**src/rtl/vend_controller_if.sv**
```systemverilog
`default_nettype none
// ============================================================================
// Module   : vend_controller_if
// Brief    : Coin, selection, dispense and change handshakes of the vending path
// Revision : 1.0 - initial release
// ============================================================================
interface vend_controller_if #(
    parameter int CREDIT_W = 4
) ();
    logic                coin_valid;
    logic [1:0]          coin_val;
    logic                coin_ready;
    logic                sel_valid;
    logic                sel_id;
    logic                cancel;
    logic                sel_err;
    logic                coin_rej;
    logic                disp_req;
    logic                disp_id;
    logic                disp_ack;
    logic                chg_valid;
    logic [1:0]          chg_coin;
    logic                chg_ack;
    logic [CREDIT_W-1:0] credit;
    logic                busy;

    modport slave (
        input  coin_valid, coin_val, sel_valid, sel_id, cancel, disp_ack, chg_ack,
        output coin_ready, sel_err, coin_rej, disp_req, disp_id, chg_valid, chg_coin,
               credit, busy
    );

    modport master (
        output coin_valid, coin_val, sel_valid, sel_id, cancel, disp_ack, chg_ack,
        input  coin_ready, sel_err, coin_rej, disp_req, disp_id, chg_valid, chg_coin,
               credit, busy
    );
endinterface
`default_nettype wire

```
**src/rtl/vend_controller.sv**
```systemverilog
`default_nettype none
// ============================================================================
// Module   : vend_controller
// Brief    : Coin credit, product selection, dispense and change-return sequencer
// Revision : 1.0 - initial release
// ============================================================================
module vend_controller #(
    parameter int CREDIT_W   = 4,
    parameter int MAX_CREDIT = 12,
    parameter int PRICE_A    = 3,
    parameter int PRICE_B    = 4,
    parameter int TIMEOUT    = 255
) (
    input  wire logic          clk,
    input  wire logic          reset,
    vend_controller_if.slave   bus
);

    typedef enum logic [1:0] {
        ST_IDLE     = 2'd0,
        ST_CREDIT   = 2'd1,
        ST_DISPENSE = 2'd2,
        ST_CHANGE   = 2'd3
    } state_t;

    localparam int                  TMR_W      = $clog2(TIMEOUT + 1);
    localparam logic [CREDIT_W-1:0] c_one      = CREDIT_W'(1);
    localparam logic [CREDIT_W-1:0] c_two      = CREDIT_W'(2);
    localparam logic [CREDIT_W-1:0] c_max_coin = CREDIT_W'(MAX_CREDIT - 2);
    localparam logic [CREDIT_W-1:0] c_price_a  = CREDIT_W'(PRICE_A);
    localparam logic [CREDIT_W-1:0] c_price_b  = CREDIT_W'(PRICE_B);
    localparam logic [TMR_W-1:0]    c_tmo_last = TMR_W'(TIMEOUT - 1);

    state_t              r_state,     w_state_nxt;
    logic [CREDIT_W-1:0] r_credit,    w_credit_nxt;
    logic [TMR_W-1:0]    r_timer,     w_timer_nxt;
    logic                r_disp_id,   w_disp_id_nxt;
    logic                r_disp_req,  w_disp_req_nxt;
    logic                r_chg_valid, w_chg_valid_nxt;
    logic [1:0]          r_chg_coin,  w_chg_coin_nxt;
    logic                r_sel_err,   w_sel_err_nxt;
    logic                r_coin_rej,  w_coin_rej_nxt;
    logic                r_busy,      w_busy_nxt;

    logic                w_coin_ready;
    logic                w_coin_take;
    logic [CREDIT_W-1:0] w_coin_add;
    logic [CREDIT_W-1:0] w_price;
    logic [CREDIT_W-1:0] w_chg_dec;

    always_ff @(posedge clk) begin
        if (reset) begin
            r_state     <= ST_IDLE;
            r_credit    <= '0;
            r_timer     <= '0;
            r_disp_id   <= 1'b0;
            r_disp_req  <= 1'b0;
            r_chg_valid <= 1'b0;
            r_chg_coin  <= 2'b00;
            r_sel_err   <= 1'b0;
            r_coin_rej  <= 1'b0;
            r_busy      <= 1'b0;
        end else begin
            r_state     <= w_state_nxt;
            r_credit    <= w_credit_nxt;
            r_timer     <= w_timer_nxt;
            r_disp_id   <= w_disp_id_nxt;
            r_disp_req  <= w_disp_req_nxt;
            r_chg_valid <= w_chg_valid_nxt;
            r_chg_coin  <= w_chg_coin_nxt;
            r_sel_err   <= w_sel_err_nxt;
            r_coin_rej  <= w_coin_rej_nxt;
            r_busy      <= w_busy_nxt;
        end
    end

    always_comb begin
        // Readiness assumes the largest coin so it never depends on coin_val.
        w_coin_ready = ((r_state == ST_IDLE) || (r_state == ST_CREDIT)) &&
                       !bus.cancel && !bus.sel_valid && (r_credit <= c_max_coin);
        w_coin_take  = bus.coin_valid && w_coin_ready;
        w_coin_add   = (bus.coin_val == 2'b01) ? c_one :
                       (bus.coin_val == 2'b10) ? c_two : '0;
        w_price      = bus.sel_id ? c_price_b : c_price_a;
        w_chg_dec    = (r_chg_coin == 2'b10) ? c_two : c_one;

        w_state_nxt    = r_state;
        w_credit_nxt   = r_credit;
        w_timer_nxt    = '0;
        w_disp_id_nxt  = r_disp_id;
        w_sel_err_nxt  = 1'b0;
        w_coin_rej_nxt = 1'b0;

        case (r_state)
            ST_IDLE: begin
                if (bus.cancel) begin
                    w_state_nxt = ST_IDLE;
                end else if (bus.sel_valid) begin
                    w_sel_err_nxt = 1'b1;
                end else if (w_coin_take) begin
                    if (w_coin_add != '0) begin
                        w_credit_nxt = r_credit + w_coin_add;
                        w_state_nxt  = ST_CREDIT;
                    end else begin
                        w_coin_rej_nxt = 1'b1;
                    end
                end
            end
            ST_CREDIT: begin
                if (bus.cancel) begin
                    w_state_nxt = ST_CHANGE;
                end else if (bus.sel_valid) begin
                    if (r_credit >= w_price) begin
                        w_credit_nxt  = r_credit - w_price;
                        w_disp_id_nxt = bus.sel_id;
                        w_state_nxt   = ST_DISPENSE;
                    end else begin
                        w_sel_err_nxt = 1'b1;
                    end
                end else if (w_coin_take) begin
                    w_credit_nxt   = r_credit + w_coin_add;
                    w_coin_rej_nxt = (w_coin_add == '0);
                end else if (r_timer == c_tmo_last) begin
                    w_state_nxt = ST_CHANGE;
                end else begin
                    w_timer_nxt = r_timer + 1'b1;
                end
            end
            ST_DISPENSE: begin
                if (bus.disp_ack) begin
                    w_state_nxt = (r_credit != '0) ? ST_CHANGE : ST_IDLE;
                end
            end
            ST_CHANGE: begin
                if (r_chg_valid && bus.chg_ack) begin
                    w_credit_nxt = r_credit - w_chg_dec;
                    if (w_credit_nxt == '0) begin
                        w_state_nxt = ST_IDLE;
                    end
                end
            end
            default: begin
                w_state_nxt = ST_IDLE;
            end
        endcase

        // Handshake levels follow the next state so they rise with state entry.
        w_disp_req_nxt  = (w_state_nxt == ST_DISPENSE);
        w_chg_valid_nxt = (w_state_nxt == ST_CHANGE);
        w_chg_coin_nxt  = !w_chg_valid_nxt         ? 2'b00 :
                          (w_credit_nxt >= c_two)  ? 2'b10 : 2'b01;
        w_busy_nxt      = (w_state_nxt == ST_DISPENSE) || (w_state_nxt == ST_CHANGE);
    end

    assign bus.coin_ready = w_coin_ready;
    assign bus.sel_err    = r_sel_err;
    assign bus.coin_rej   = r_coin_rej;
    assign bus.disp_req   = r_disp_req;
    assign bus.disp_id    = r_disp_id;
    assign bus.chg_valid  = r_chg_valid;
    assign bus.chg_coin   = r_chg_coin;
    assign bus.credit     = r_credit;
    assign bus.busy       = r_busy;

endmodule
`default_nettype wire

```
**src/flat_wrapper.sv**
```systemverilog
// flat-port wrapper written by rule: the top's interface ports become plain ports
module vend_controller_flat 
#(
    parameter int CREDIT_W   = 4,
    parameter int MAX_CREDIT = 12,
    parameter int PRICE_A    = 3,
    parameter int PRICE_B    = 4,
    parameter int TIMEOUT    = 255
)
  (clk, reset, bus_coin_valid, bus_coin_val, bus_sel_valid, bus_sel_id, bus_cancel, bus_disp_ack, bus_chg_ack, bus_coin_ready, bus_sel_err, bus_coin_rej, bus_disp_req, bus_disp_id, bus_chg_valid, bus_chg_coin, bus_credit, bus_busy);
  vend_controller_if #(.CREDIT_W(CREDIT_W)) bus_i ();
  input  wire logic clk;
  input  wire logic reset;
  input wire logic [$bits(bus_i.coin_valid)-1:0] bus_coin_valid;
  input wire logic [$bits(bus_i.coin_val)-1:0] bus_coin_val;
  input wire logic [$bits(bus_i.sel_valid)-1:0] bus_sel_valid;
  input wire logic [$bits(bus_i.sel_id)-1:0] bus_sel_id;
  input wire logic [$bits(bus_i.cancel)-1:0] bus_cancel;
  input wire logic [$bits(bus_i.disp_ack)-1:0] bus_disp_ack;
  input wire logic [$bits(bus_i.chg_ack)-1:0] bus_chg_ack;
  output wire logic [$bits(bus_i.coin_ready)-1:0] bus_coin_ready;
  output wire logic [$bits(bus_i.sel_err)-1:0] bus_sel_err;
  output wire logic [$bits(bus_i.coin_rej)-1:0] bus_coin_rej;
  output wire logic [$bits(bus_i.disp_req)-1:0] bus_disp_req;
  output wire logic [$bits(bus_i.disp_id)-1:0] bus_disp_id;
  output wire logic [$bits(bus_i.chg_valid)-1:0] bus_chg_valid;
  output wire logic [$bits(bus_i.chg_coin)-1:0] bus_chg_coin;
  output wire logic [$bits(bus_i.credit)-1:0] bus_credit;
  output wire logic [$bits(bus_i.busy)-1:0] bus_busy;
  assign bus_i.coin_valid = bus_coin_valid;
  assign bus_i.coin_val = bus_coin_val;
  assign bus_i.sel_valid = bus_sel_valid;
  assign bus_i.sel_id = bus_sel_id;
  assign bus_i.cancel = bus_cancel;
  assign bus_i.disp_ack = bus_disp_ack;
  assign bus_i.chg_ack = bus_chg_ack;
  assign bus_coin_ready = bus_i.coin_ready;
  assign bus_sel_err = bus_i.sel_err;
  assign bus_coin_rej = bus_i.coin_rej;
  assign bus_disp_req = bus_i.disp_req;
  assign bus_disp_id = bus_i.disp_id;
  assign bus_chg_valid = bus_i.chg_valid;
  assign bus_chg_coin = bus_i.chg_coin;
  assign bus_credit = bus_i.credit;
  assign bus_busy = bus_i.busy;
  vend_controller #(.CREDIT_W(CREDIT_W), .MAX_CREDIT(MAX_CREDIT), .PRICE_A(PRICE_A), .PRICE_B(PRICE_B), .TIMEOUT(TIMEOUT)) u_core (.clk(clk), .reset(reset), .bus(bus_i));
endmodule
```
**config.mk**
```make
export PLATFORM = sky130hd
export DESIGN_NAME = vend_controller_flat
export DESIGN_NICKNAME = d
export VERILOG_FILES = /design/src/rtl/vend_controller_if.sv /design/src/rtl/vend_controller.sv /design/src/flat_wrapper.sv
export SDC_FILE = /design/constraint.sdc
export NUM_CORES = 1
export LEC_CHECK = 0
export ABC_AREA = 1
export CAP_MARGIN = 15
export CORE_ASPECT_RATIO = 1.1
export CORE_MARGIN = 10
export CORE_UTILIZATION = 59
export DETAILED_ROUTE_END_ITERATION = 10
export PLACE_DENSITY_LB_ADDON = 0.2
export REMOVE_ABC_BUFFERS = 1
export SETUP_SLACK_MARGIN = 0.02
export SLEW_MARGIN = 25
export SYNTH_ARGS = -nofsm -noshare
export SYNTH_HDL_FRONTEND = slang
export SYNTH_SLANG_ARGS = --single-unit
```
**constraint.sdc**
```tcl
create_clock -name clk -period 3.7 [get_ports clk]
set_input_delay 1.11 -clock clk [delete_from_list [all_inputs] [get_ports clk]]
set_output_delay 1.11 -clock clk [all_outputs]
set_load 0.02 [all_outputs]
```
==> results_dict.tcl <==
set metrics [dict create \
    worstHoldEndpoint "u_core.r_timer[0]" \
    cp_max_fo 3 \
    async_reset_ff_frac 0 \
    dieArea_um2 5571 \
    status "completed" \
    io_pins 23 \
    crit_arrival_ps 2160 \
    yosysTopAreaCell "dfxtp_1" \
    synth-edff-count 0 \
    vias_per_cell 5.269 \
    post-route-min-period_ps 3269 \
    postCtsSetupBuffers 0 \
    grt_pass1_vias 1570 \
    reg2reg_from "u_core.bus.credit[0]" \
    ff2ff_path_depth 12 \
    antenna_found_initial 0 \
    worst_pin_slew_ps 441.8 \
    required_ps 2590 \
    nets 319 \
    yosysWarnings 0 \
    synthCells 268 \
    die_w_um 72.08 \
    cts_root_buf "clkbuf_4" \
    area_growth_pct 17.70 \
    regArea_um2 440.4 \
    cts_tree "built" \
    multi_input_comb_area_um2 1109 \
    clkSlewWorstSetupHoldPaths_ps 120 \
    slew_viol_final 0 \
    finish.utilization 0.7393 \
    drt_iter0_markers 106 \
    start_kind "input pin" \
    layout-drive-gt1-share 0.08503 \
    leakage_nw 1.010 \
    fin_crit_sh 0.8835 \
    synth-seq-cells 22 \
    synth-main-ff-cell "dfxtp_1" \
    max-clock-path-buffers 2 \
    critPathKind "input pin to output port" \
    cts_hold_buf 0 \
    cap_violations 0 \
    hold_start "u_core.r_timer[0]" \
    skew_ps 5.087 \
    fillCellCount 250 \
    dpl_worst_slack_ps 53.68 \
    vias 1723 \
    synth_top_area_frac 0.2502 \
    cts.sink_count 22 \
    synth_area_um2 1760 \
    routedWlPerCell_um 12.58 \
    synth-seq-area-share 0.2502 \
    gp_congestion 0.9110 \
    antenna_cells 0 \
    setup_violations 0 \
    hold_viol_final 0 \
    max-vdd-ir-drop_mv 0.4517 \
    grt_usage 0.1460 \
    hold_class "flop to flop" \
    hpwl_um 3250 \
    io_buffers 22 \
    cts_resized 0 \
    yosys-top-cells-area "dfxtp_1 25%, nand2_1 15%, inv_1 9.0%, ha_1 7.8%, nor2_1 6.6%" \
    drtAntennaViolNets 0 \
    rsz0062_at_grt "no" \
    fp-row-count 20 \
    drt_pre_antenna_iters 4 \
    drc_errors 0 \
    powerDensity_nw_per_um2 292.4 \
    core_area_um2 2803 \
    reg2reg_slack_ps 1310 \
    avgSynthCellArea_um2 6.569 \
    finalSetupTns_ps 0 \
    end_kind "output port" \
    cts_made_buffers 3 \
    gr-total-overflow 0 \
    grt_max_degree 14 \
    h-tree-depth 1 \
    worstHoldPathCells 1 \
    fp.dieH_um 77.29 \
    timing.rr.end "u_core.bus.chg_coin[0]" \
    grt_pass1_wl_um 6886 \
    wl_um 4113 \
    synth.most_common_cell "nand2_1" \
    fin_worst_hold_slack_ps 489.8 \
    synthTopCellsByCount "69 x nand2_1, 42 x inv_1, 31 x nor2_1" \
    ys_types 32 \
    relSlewSlack 0.7050 \
    start_util 0.6281 \
    clkLatencyLatePin_ps 320 \
    fmax_mhz 305.9 \
    fin_ws_ps 430.9 \
]
cell type report:
type                            instances  share of cell area
Clock inverter                          1             0.01449
Timing Repair Buffer                   27              0.1256
Inverter                               45             0.08152
Tap cell                               33             0.01993
Sequential cell                        22              0.2126
Clock buffer                            3             0.01087
Multi-Input combinational cell        196              0.5350
sequential cells by signal, indices dropped and copies added (netlist names):
register,flops
u_core.bus.busy,1
u_core.bus.chg_coin,2
u_core.bus.chg_valid,1
u_core.bus.coin_rej,1
u_core.bus.credit,4
u_core.bus.disp_id,1
u_core.bus.disp_req,1
u_core.bus.sel_err,1
u_core.r_state,2
u_core.r_timer,8
cells by family (layout without fill, tap and decap cells):
family          count (synthesis)  after routing  synth area share
xor+xnor                        6              6           0.02986
flops                          22             22            0.2502
buf+inv                        50             76            0.1201
fa+ha+maj                      14             14            0.1123
compound gates                 24             24           0.07961
simple gates                  152            152            0.4080
power breakdown:
group / switching [mW] / internal, mW
sequential: 0.00877 / 0.242
combinational: 0.103 / 0.0674
clock: 0.0747 / 0.110
total: 0.187 / 0.419
placed cells by master (no fill, tap or decap), drive strengths merged:
master,synthesis,routed
or4,1,1
ha,11,11
clkbuf,1,3
a21boi,1,1
nand3,27,27
and2,1,1
buf,4,5
fa,3,3
xnor2,3,3
dfxtp,22,22
a21oi,9,9
nor2,33,33
bufinv,0,1
inv,45,45
clkdlybuf4s50,0,21
dlymetal6s2s,0,1
nand4,10,10
a211oi,1,1
o21ai,10,10
xor2,3,3
o211ai,3,3
nand3b,1,1
or2,1,1
nand2,72,72
nor3,6,6
per-stage QoR:
stage                     std cells  instance area [µm²]  power [mW]
after floorplan                 263                 1718      0.3688
after CTS                       327                 2069      0.6075
after detailed placement        323                 2017      0.4250
after global routing            327                 2072      0.6422
after global placement          323                 2017      0.4210
final                           327                 2072      0.6058
per-layer routing:
| metal | vias to the layer above | routed length, µm | share of wire | track usage |
|---|---|---|---|---|
| li1 | 913 | - | - | - |
| met1 | 745 | 1774 | 0.43 | 0.1753 |
| met2 | 53 | 2001 | 0.49 | 0.2434 |
| met3 | 12 | 272 | 0.066 | 0.04118 |
| met4 | 0 | 64 | 0.016 | 0.03876 |
| met5 | - | 0 | 0 | 0 |
worst max-delay path by stage:
| stage | start | slack [ps] | endpoint |
|---|---|---|---|
| 2_1_floorplan | bus_cancel | 940 | bus_coin_ready |
| 3_3_place_gp | bus_cancel | 50 | bus_coin_ready |
| 3_5_place_dp | bus_cancel | 50 | bus_coin_ready |
| 4_1_cts | bus_cancel | 40 | bus_coin_ready |
| 5_1_grt | bus_sel_id | 330 | u_core.bus.chg_coin[0] |
| 6_report | bus_cancel | 430 | bus_coin_ready |
critical path, stage by stage:
cell and delay, ps:
clkdlybuf4s50_1 430, inv_1 100, nand2_1 100, nor2_4 100
nand2_1 50, inv_1 50, dlymetal6s2s_1 210
Note: power is estimated with default switching activity, not from simulation.
